--- config.mk ---
export PLATFORM = sky130hd
export DESIGN_NAME = note_step_sequencer
export DESIGN_NICKNAME = d
export VERILOG_FILES = /design/src/rtl/note_step_sequencer.sv
export SDC_FILE = /design/constraint.sdc
export NUM_CORES = 1
export LEC_CHECK = 0
export ABC_AREA = 1
export CORE_ASPECT_RATIO = 1.25
export CORE_UTILIZATION = 32
export CTS_CLUSTER_DIAMETER = 60
export DETAILED_ROUTE_END_ITERATION = 8
export PLACE_DENSITY_LB_ADDON = 0.3
export SLEW_MARGIN = 20
export SYNTH_ARGS = -nofsm -noshare
export SYNTH_HDL_FRONTEND = slang
export SYNTH_SLANG_ARGS = --single-unit
export TNS_END_PERCENT = 100
--- constraint.sdc ---
create_clock -name clk -period 2.01 [get_ports clk]
set_input_delay 0.402 -clock clk [delete_from_list [all_inputs] [get_ports clk]]
set_output_delay 0.402 -clock clk [all_outputs]
set_load 0.005 [all_outputs]
--- src/rtl/note_step_sequencer.sv ---
// Step sequencer: plays a stored NSTEPS x NNOTES pattern at a programmable tempo, merged with live keys.
// Latency: note_enn is registered, one clk after keys_n or a state change; step/step_pulse update on the entry edge.
// Backpressure: none; pattern writes are accepted every cycle in any state.
module note_step_sequencer #(
  parameter int NNOTES    = 5,
  parameter int NSTEPS    = 16,
  parameter int SW        = 4,
  parameter int TICK_DIV  = 50000,
  parameter int GAP_TICKS = 1
) (
  input  logic              clk,
  input  logic              rst_n,
  input  logic [NNOTES-1:0] keys_n,
  input  logic              wr_en,
  input  logic [SW-1:0]     wr_addr,
  input  logic [NNOTES-1:0] wr_data,
  input  logic              play,
  input  logic              restart,
  input  logic [SW-1:0]     len,
  input  logic [7:0]        tempo,
  output logic [NNOTES-1:0] note_enn,
  output logic [SW-1:0]     step,
  output logic              step_pulse,
  output logic              playing
);

  localparam logic [1:0] IDLE = 2'd0;
  localparam logic [1:0] NOTE = 2'd1;
  localparam logic [1:0] GAP  = 2'd2;

  localparam int PW = (TICK_DIV > 1) ? $clog2(TICK_DIV) : 1;

  logic [1:0]        state_q, state_d;
  logic [SW-1:0]     step_q, step_d;
  logic [PW-1:0]     presc_q, presc_d;
  logic [7:0]        tick_cnt_q, tick_cnt_d;
  logic [NNOTES-1:0] cur_mask_q, cur_mask_d;
  logic [NNOTES-1:0] note_enn_q, note_enn_d;
  logic              step_pulse_q, step_pulse_d;
  logic [NNOTES-1:0] pattern_q [NSTEPS];

  logic              tick;
  logic              entry;
  logic [SW-1:0]     entry_step;
  logic [SW-1:0]     adv_step;

  assign tick     = (state_q != IDLE) && (presc_q == PW'(TICK_DIV - 1));
  // >= rather than == so a len shrunk below the current step still wraps.
  assign adv_step = (step_q >= len) ? '0 : step_q + 1'b1;

  // Next-state logic: prescaler, tick counting, step entry and stop handling.
  always_comb begin
    state_d      = state_q;
    step_d       = step_q;
    tick_cnt_d   = tick_cnt_q;
    cur_mask_d   = cur_mask_q;
    step_pulse_d = 1'b0;
    entry        = 1'b0;
    entry_step   = '0;
    if (state_q != IDLE) presc_d = tick ? '0 : presc_q + 1'b1;
    else                 presc_d = '0;

    if (!play) begin
      state_d    = IDLE;
      cur_mask_d = '0;
      tick_cnt_d = '0;
    end else if (restart || state_q == IDLE) begin
      entry = 1'b1;
    end else if (tick) begin
      if (state_q == NOTE) begin
        if (tick_cnt_q == tempo) begin
          if (GAP_TICKS > 0) begin
            state_d    = GAP;
            tick_cnt_d = '0;
          end else begin
            entry      = 1'b1;
            entry_step = adv_step;
          end
        end else begin
          tick_cnt_d = tick_cnt_q + 1'b1;
        end
      end else begin
        if (tick_cnt_q == 8'(GAP_TICKS - 1)) begin
          entry      = 1'b1;
          entry_step = adv_step;
        end else begin
          tick_cnt_d = tick_cnt_q + 1'b1;
        end
      end
    end

    // Mask is latched from the pre-write RAM contents, so a same-cycle write is not seen.
    if (entry) begin
      state_d      = NOTE;
      step_d       = entry_step;
      cur_mask_d   = pattern_q[entry_step];
      step_pulse_d = 1'b1;
      tick_cnt_d   = '0;
      presc_d      = '0;
    end

    note_enn_d = keys_n & ~((state_q == NOTE) ? cur_mask_q : '0);
  end

  // Sequencer state registers.
  always_ff @(posedge clk or negedge rst_n) begin
    if (!rst_n) begin
      state_q      <= IDLE;
      step_q       <= '0;
      presc_q      <= '0;
      tick_cnt_q   <= '0;
      cur_mask_q   <= '0;
      note_enn_q   <= '1;
      step_pulse_q <= 1'b0;
    end else begin
      state_q      <= state_d;
      step_q       <= step_d;
      presc_q      <= presc_d;
      tick_cnt_q   <= tick_cnt_d;
      cur_mask_q   <= cur_mask_d;
      note_enn_q   <= note_enn_d;
      step_pulse_q <= step_pulse_d;
    end
  end

  // Pattern storage; cleared by reset.
  always_ff @(posedge clk or negedge rst_n) begin
    if (!rst_n) begin
      for (int i = 0; i < NSTEPS; i++) pattern_q[i] <= '0;
    end else if (wr_en) begin
      pattern_q[wr_addr] <= wr_data;
    end
  end

  assign note_enn   = note_enn_q;
  assign step       = step_q;
  assign step_pulse = step_pulse_q;
  assign playing    = (state_q != IDLE);

endmodule

## Word-level counts from Yosys, hierarchy flattened

Cells that the tools add are included.

- Register bits after elaboration: 121
- Input port bits: 31
- Output and inout bits: 11
- Logic and storage cells: 88

- $add $sub $neg: 3
- Magnitude comparators: 4
- Eq/ne operators: 9
- Mux-type cells: 37
- Bitwise logic cells: 4
- Reductions and logical operators: 8

Operator list:

| cell | count |
|---|---|
| bitwise mux 80 bit | 1 |
| 2-to-1 mux 8 bit | 7 |
| 2-to-1 mux 16 bit | 3 |
| 2-to-1 mux 5 bit | 6 |
| 2-to-1 mux 4 bit | 6 |
| binary-select mux 5 bit (select 4 bit) | 1 |
| demux 5 bit (select 4 bit) | 1 |
| adder 16 x 1 -> 16 bit, second input constant | 1 |
| equality test 16 bit, second input constant | 1 |
| 2-to-1 mux 2 bit | 6 |
| >= comparator 5 bit, second input constant | 2 |
| NOT 4 -> 5 bit | 2 |
| inequality test 3 x 1 -> 1 bit, second input constant | 3 |
| adder 8 x 1 -> 8 bit, second input constant | 1 |
| equality test 8 bit | 1 |
| zero test 8 bit | 1 |
| 2-to-1 mux 1 bit | 6 |
| bitwise AND 5 bit | 1 |
| < comparator 5 x 1 -> 1 bit, second input constant | 1 |
| NOT 5 bit | 1 |
| adder 4 x 1 -> 4 bit, second input constant | 1 |
| >= comparator 4 bit | 1 |
| inequality test 4 bit, second input constant | 1 |
| AND reduction 4 bit | 1 |
| other kinds (8) | 9 |

## Logic depth before layout (Yosys ltp)

Gate-level depths: netlist (run 1).

- Word-level depth: 12
- Depth in mapped cells: 17
- Mapped depth without buffers: 15

## Worst setup path after synthesis (run 1)

OpenSTA, ideal clock, no wires.

- Path kind: input to register
- From: input len[3]
- To: register cur_mask_q[1]
- Library setup time: 0.117 ns
- Arrival time: 1.985 ns
- Required time: 1.893 ns
- Setup slack: -0.092 ns
- Stages on the path: 16
- Buffers on the path: 2
- Cells stage by stage: inv_1 > ha_1 > nand2_1 > inv_1 > nand3_1 > nand3_1 > buf_2 > nor2_1 > nand2_4 > buf_6 > nor2_1 > nand2_1 > nand3_1 > nand3_1 > nand3_1 > nand2_1

- Longest elaborated chain between the ends: 12

Ends and longest elaborated chain:

| item | RTL line | RTL |
|---|---|---|
| start, declared | 19 | `input logic [SW-1:0] len,` |
| >= comparator 4 bit | 49 | `assign adv_step = (step_q >= len) ? '0 : step_q + 1'b1;` |
| 2-to-1 mux 4 bit | 49 |  |
| 2-to-1 mux 4 bit | 83 | `if (tick_cnt_q == 8'(GAP_TICKS - 1)) begin` |
| 2-to-1 mux 4 bit | 70 | `if (state_q == NOTE) begin` |
| 2-to-1 mux 4 bit | 69 | `end else if (tick) begin` |
| 2-to-1 mux 4 bit | 67 | `end else if (restart \|\| state_q == IDLE) begin` |
| 2-to-1 mux 4 bit | 63 | `if (!play) begin` |
| NOT 4 -> 5 bit (implied by the code) | 96 | `cur_mask_d = pattern_q[entry_step];` |
| binary-select mux 5 bit (select 4 bit) | 96 |  |
| 2-to-1 mux 5 bit (implied by the code) (2 in a row) | 96 |  |
| 2-to-1 mux 5 bit | 93 | `if (entry) begin` |
| end signal, assigned | 120 | `cur_mask_q <= cur_mask_d;` |
| end, declared | 37 | `logic [NNOTES-1:0] cur_mask_q, cur_mask_d;` |

Every way passes these cells. The select of a mux whose other input is x is not followed.
A chain may end at the register's enable or synchronous reset.

## Worst setup path after layout (run 1)

- From: register tick_cnt_q[1]
- To: register cur_mask_q[2]

- Longest elaborated chain between the ends: 11
- Elaborated cells on any way between the ends: 17
- Those cells by class: 1 x eq/ne; 14 x mux; 1 x bitwise; 1 x reduce/logical

Ends and longest elaborated chain:

| item | RTL line | RTL |
|---|---|---|
| start, declared | 36 | `logic [7:0] tick_cnt_q, tick_cnt_d;` |
| start signal, assigned | 119 | `tick_cnt_q <= tick_cnt_d;` |
| zero test 8 bit * | 83 |  |
| 2-to-1 mux 4 bit | 83 |  |
| 2-to-1 mux 4 bit | 70 |  |
| 2-to-1 mux 4 bit | 69 |  |
| 2-to-1 mux 4 bit | 67 |  |
| 2-to-1 mux 4 bit | 63 |  |
| NOT 4 -> 5 bit (implied by the code) | 96 |  |
| binary-select mux 5 bit (select 4 bit) | 96 |  |
| 2-to-1 mux 5 bit (implied by the code) (2 in a row) | 96 |  |
| 2-to-1 mux 5 bit | 93 |  |

Every way passes the cells marked *; elsewhere a longest branch is shown, timed or not. The select of a mux whose other input is x is not followed.

==> reports/qor.yml, run 1 <==
outcome: "finished with violations"
violations: "design-rule violations, negative setup slack"
cts_buffers: 17
critical_path_class: "flop to flop"
synth.net_count: 793
placed_cell_area_um2: 7390
die_x_um: 125
fin_total_pwr_mw: 7.00
die-area_um2: 19600
ys_ff_latch: 121
syn_area_per_cell_um2: 8.06
grt_pass1_wl_um: 29100
post-route-cell-area_um2: 8910
max_freq_mhz: 463
n_antenna_cell: 0
numPortBuffers: 41
tightest_slew_ns: 0.446
skew_ns: 0.00840
fin_nets: 943
startpoint_type: "flop"
ys_seq_area_share_pct: 49.9
r2r-start: "tick_cnt_q[1]$_DFFE_PN0P_"
pre_cts_slack_ns: -0.707
grt_max_degree: 36
drv_slew: 0
grt_remaining_overflow: 0
drt-total-wl_um: 18000
start_util_pct: 32.5
synth_area_leaders: "dfrtp_1, nand2_1, nand3_1, o21ai_0, nor2_1"
drt_iter0_drc: 410
required_ns: 2.32
dpl.cell_count: 1095
cts_tree: "done"
area_growth_pct: 46.7
layout-drive-gt1-share_pct: 32.8
power_density_nw_per_um2: 785
first_pass_iters: 7
vdd_ir_drop_max_v: 0.000627
grt_pass1_vias: 5649
fin_crit_ns: 2.16
synth_area_leader_cell: "dfrtp_1"
cts.htree.levels: 4
ys_types: 36
gp_congestion: 0.847
syn-instance-count: 754
final_antenna_net_count: 0
maxSlewHeadroom_pct: 70.3
worst_slack_ns: -0.148
critPathMaxFanout: 7
track_usage_pct: 19.5
synth_warnings: 0
vias_per_cell: 4.90
arrival_ns: 2.47
cap_violations: 0
ios: 42
hold_path_class: "input pin to async pin"
critPathLaunch: "tick_cnt_q[1]$_DFFE_PN0P_"
cts.clk_slew.worst_paths_ns: 0.06
post_drt_wl_per_cell_um: 15.6
mappedNetlistArea_um2: 6080
layoutNonFillerInstCount: 1149
fin_crit_sh_pct: 107
dp_hpwl_um: 11900
hold_ws_ns: 0.481
num_rows: 56
routed-via-count: 5626
cts_buffer_depth: 2
cts_root_buf: "clkbuf_16"
cts.sinks: 121
rsz0062_at_grt: "true"
antenna_found_initial: 0
fill_cells: 1783
dieHeight_um: 156
tns_ns: -0.458
utilization_pct: 47.7
setup_viol: 5
hold_viol_final: 0
coreArea_um2: 18700
power.static_leakage_nw: 4.19
worstSetupEndpointType: "flop"
clk_latency_ns: 0.43
drc: 9
yosysTopAreaCellShare_pct: 47.8
repair_timing:
item,CTS,global route
gates resized for setup,128,44
endpoints found under the setup margin,25,27
endpoints found under the hold margin,27,0
hold buffers,1,0
setup buffers,11,4
pin swaps,50,30
gates cloned,7,1
sequential cells by signal (all words and copies together) (netlist names):
signal / cells
pattern_q: 80
cur_mask_q: 5
state_q: 2
presc_q: 16
tick_cnt_q: 8
step: 4
note_enn: 5
step_pulse: 1
kinds of logic (layout without fill, tap and decap cells):
| family | after synthesis | in the layout | share of synthesized area [%] |
|---|---|---|---|
| flip-flops | 121 | 121 | 49.9 |
| adder cells (fa/ha/maj) | 8 | 8 | 1.65 |
| AND/OR/NAND/NOR | 412 | 414 | 30.1 |
| buffers and inverters | 90 | 251 | 6.67 |
| AO/OA/AOI/OAI | 109 | 109 | 9.67 |
| XOR/XNOR | 14 | 14 | 2.02 |
layout make-up:
cell class / instances / area, um2 / share of cell area, %
Multi-Input combinational cell: 545 / 3290 / 36.9
Inverter: 69 / 259 / 2.91
Sequential cell: 121 / 3040 / 34.0
Clock inverter: 9 / 50.0 / 0.561
Timing Repair Buffer: 150 / 1510 / 17.0
Tap cell: 232 / 290 / 3.26
Clock buffer: 23 / 478 / 5.36
Yosys cell counts:
library cell	number
nand2_1	195
dfrtp_1	116
nand3_1	97
nor2_1	77
o21ai_0	70
inv_1	63
a21oi_1	26
nor3_1	17
xor2_1	10
buf_6	8
ha_1	8
clkbuf_1	7
buf_2	6
a21oi_2	5
dfstp_2	5
inv_2	5
nor3b_1	5
nand3_2	4
nand4_1	4
xnor2_1	4
a31oi_1	3
nor2_4	3
nand2_4	2
nor4_1	2
a21oi_4	1
clkinv_1	1
nand2_2	1
nor2_2	1
nor2_8	1
nor3_2	1
nor3_4	1
o21a_1	1
o21ai_1	1
o21bai_1	1
o32ai_1	1
or2_2	1
metal layers:
metal	track usage [%]	vias to the layer above	share of wire, %
met5	0	-	0
met4	9.06	0	2.9
met3	4.29	39	4.3
met2	33.4	173	49
met1	23.2	2646	43
li1	-	2768	-
placed cells by master, fill, tap and decap left out, types with 10 or more instances in the layout:
| cell type | instances |
|---|---|
| a21oi_1 | 24 |
| buf_12 | 10 |
| buf_4 | 82 |
| buf_6 | 10 |
| clkbuf_16 | 18 |
| clkdlybuf4s50_1 | 36 |
| dfrtp_1 | 115 |
| inv_1 | 54 |
| inv_2 | 14 |
| nand2_1 | 155 |
| nand2_2 | 32 |
| nand2_4 | 11 |
| nand3_1 | 45 |
| nand3_2 | 49 |
| nor2_1 | 62 |
| nor2_2 | 13 |
| nor3_1 | 13 |
| o21ai_0 | 70 |
| xor2_1 | 10 |
worst max-delay path, stage by stage, from the launching register on:
cell	delay [ns]
dfrtp_1	0.38
inv_2	0.08
ha_4	0.13
inv_2	0.03
buf_6	0.10
nor2_4	0.06
nand4_1	0.20
nor2_4	0.20
nand2_4	0.08
buf_12	0.15
buf_16	0.14
nand2_1	0.10
nand3_2	0.08
nand3_2	0.08
nand3_2	0.09
nand3_2	0.08
nand2_1	0.05
path summary, 6_finish.rpt:
kind / slack, ns / depth (start not counted) / to
max: -0.15 / 16 / cur_mask_q[2]$_DFFE_PN0N_
min: 0.48 / 2 / presc_q[10]$_DFF_PN0_
max reg2reg: -0.15 / 16 / cur_mask_q[2]$_DFFE_PN0N_
min reg2reg: 0.48 / 2 / pattern_q[20]$_DFFE_PN0P_
max in group asynchronous: 0.93 / 3 / note_enn[1]$_DFF_PN1_
min in group clk: 0.48 / 2 / pattern_q[20]$_DFFE_PN0P_
report_power, final:
part	leakage, nW	total [mW]	switching, mW	internal [mW]
sequential	1.54	3.11	0.292	2.82
clock	0.262	2.72	1.07	1.65
combinational	2.39	1.17	0.619	0.546
total	4.19	7.00	1.98	5.02
Power figures use the tool's default switching activity.
==> run 2: changes to the inputs <==
CORE_MARGIN = 10   (was unset)
clock period = 2.72 ns   (was 2.01 ns; I/O delays follow)
==> run 2 against run 1 <==
Against the previous run: the flow now finishes without violations; setup slack gained 0.43 ns; via count shrank 9.5%; highest routed layer unchanged; critical path depth is the same; clock skew shrank 0.0026 ns.
==> reports/qor.yml, run 2 (synthesis results as in run 1) <==
outcome: "complete, no violations"
mostFrequentLayoutCell: "nand2_1"
grt_pass1_vias: 5090  # -9.9%
hold_ws_ns: 0.0788  # -0.403 ns
cts.htree.levels: 4  # unchanged
grt_max_degree: 46  # +28%
cts_tree: "done"
layout_common_cells: "nand2_1, dfrtp_1, nand3_1"
final_antenna_net_count: 0  # unchanged
critPathMaxStageDelay_ns: 0.45  # +0.07 ns
tightest_slew_ns: 0.675  # +0.229 ns
drc: 0  # -9
num_rows: 56  # unchanged
cts.clk_slew.worst_paths_ns: 0.06  # about the same
dp_hpwl_um: 11600  # -2.3%
fin_total_pwr_mw: 5.11  # -27%
dieHeight_um: 174  # +12%
die-area_um2: 24900  # +28%
coreArea_um2: 18700  # unchanged
gp_congestion: 0.816  # -3.7%
pre_cts_slack_ns: -0.127  # +0.580 ns
area_growth_pct: 23.6
drv_slew: 0  # unchanged
cts_buffer_depth: 2  # unchanged
drt-total-wl_um: 16300  # -9.0%
largest-register: "pattern_q"
first_pass_iters: 4  # -3
cts.sinks: 121  # unchanged
max_freq_mhz: 411
hold_viol_final: 0  # unchanged
post_drt_wl_per_cell_um: 15.3  # -2.3%
tns_ns: 0  # +0.458 ns
grt_pass1_wl_um: 26800  # -8.1%
worst_slack_ns: 0.285  # +0.433 ns
required_ns: 3.04  # +0.72 ns
slowest_stage: "clkdlybuf4s50_1"
switching_power_mw: 1.42  # -28%
clk_latency_ns: 0.42  # about the same
p_int_mw: 3.69  # -26%
fin_crit_sh_pct: 89.5
drt_iter0_drc: 259  # -37%
power_density_nw_per_um2: 680  # -13%
fin_nets: 864  # -8.4%
hold_path_class: "input pin to async pin"
n_antenna_cell: 0  # unchanged
p_comb_share_pct: 12.8  # -3.9 points
power.static_leakage_nw: 3.57  # -15%
startpoint_type: "input pin"
numPortBuffers: 41  # unchanged
power_frac_clock_pct: 42.9  # +4.0 points
critical_path_class: "input pin to flop"
cts_buffers: 17  # unchanged
fin_crit_ns: 2.43
crit_chain: "clkdlybuf4s50_1 -> inv_1 -> ha_1 -> nand2_1 -> inv_1 -> nand3_1 -> nand3_1 -> nor2_1 -> nand2_4 -> buf_4 -> nor2_1 -> nand2_1 -> nand3_1 -> nand3_1 -> nand3_1 -> nand2_1"
grt_remaining_overflow: 0  # unchanged
arrival_ns: 2.75  # +0.28 ns
start_util_pct: 32.5  # unchanged
vias_per_cell: 4.76  # -2.8%
cap_violations: 0  # unchanged
skew_ns: 0.00583  # -0.00257 ns
cts_root_buf: "clkbuf_16"
ios: 42  # unchanged
antenna_found_initial: 0  # unchanged
cts-resized-gates: 0  # -100%
die_x_um: 143  # +14%
power_frac_seq_pct: 44.2  # -0.3 points
maxSlewHeadroom_pct: 54.9  # -15 points
p_sw_share_pct: 27.7  # -0.58 points
routed-via-count: 5091  # -9.5%
largest_register_ffs: 80  # unchanged
largest_registers: "pattern_q x80, presc_q x16, tick_cnt_q x8"
rsz0062_at_grt: "false"
cts_setup_buffers: 0  # -11
ctsHoldBuffers: 0  # -1
vdd_ir_drop_max_v: 0.000448  # -29%
track_usage_pct: 13.6  # -5.8 points
cp_common_cell: "nand3_1"
worstSetupEndpointType: "flop"
setup_viol: 0  # -5
layout-drive-gt1-share_pct: 11.5  # -21 points
critPathMaxFanout: 14  # +7
-- run 2: cell count changes in the layout (fill, tap and decap cells not counted), moves of 10 or more --
cell / change
nor2_2: -12
nand3_1: +52
nor2_1: +15
buf_6: -10
buf_4: -54
nand2_1: +40
nand3_2: -45
nand2_2: -31
-- run 2: critical path, delay by kind of cell --
kind	cells	cell delay, ns
fa+ha+maj	1	0.29
buf+inv	4	0.71
simple gates	11	1.18
-- run 2: area by class of cell --
cell class              instances  area (um2)
fillers                      1920       11200
flip-flops and latches        121        3030
multi-input cells             543        2640
repair buffers                 73         711
clock buffers                  20         467
well taps                     232         290
inverters                      69         259
clock inverters                12         114
-- run 2: per-layer routing --
layer	wire [um]	part of all wire, %	GRT usage [%]
met3	754	4.6	3.25
met4	306	1.9	5.67
met1	7290	45	16.2
met5	0	0	0
met2	7980	49	22.9
-- run 2: power by group through the flow --
stage	combinational, mW	sequential (mW)	clock [mW]
after floorplan	0.435	2.22	0
after global placement	0.649	2.29	0
after detailed placement	0.663	2.29	0
after CTS	0.668	2.26	2.24
after global routing	0.770	2.29	2.31
final	0.655	2.26	2.19
-- run 2: path summary, 6_finish.rpt --
kind                                      startpoint                         to  slack, ns  cells past startpoint
min reg2reg                     presc_q[0]$_DFF_PN0_       presc_q[0]$_DFF_PN0_       0.47                      1
max in group asynchronous                      rst_n      note_enn[1]$_DFF_PN1_       1.97                      2
min in group clk                presc_q[0]$_DFF_PN0_       presc_q[0]$_DFF_PN0_       0.47                      1
max reg2reg                tick_cnt_q[0]$_DFFE_PN0P_  cur_mask_q[2]$_DFFE_PN0N_       0.37                     14
min                                            rst_n       presc_q[9]$_DFF_PN0_       0.08                      1
max                                           len[3]  cur_mask_q[4]$_DFFE_PN0N_       0.29                     16
-- run 2: stage by stage --
step / util [%] / cells / instance area [um2]
after floorplan: - / 754 / 6080
after global placement: 37.1 / 1038 / 6930
after detailed placement: 37.1 / 1038 / 6930
after CTS: 40.2 / 1070 / 7510
after global routing: 40.2 / 1070 / 7510
final: 40.2 / 1070 / 7510
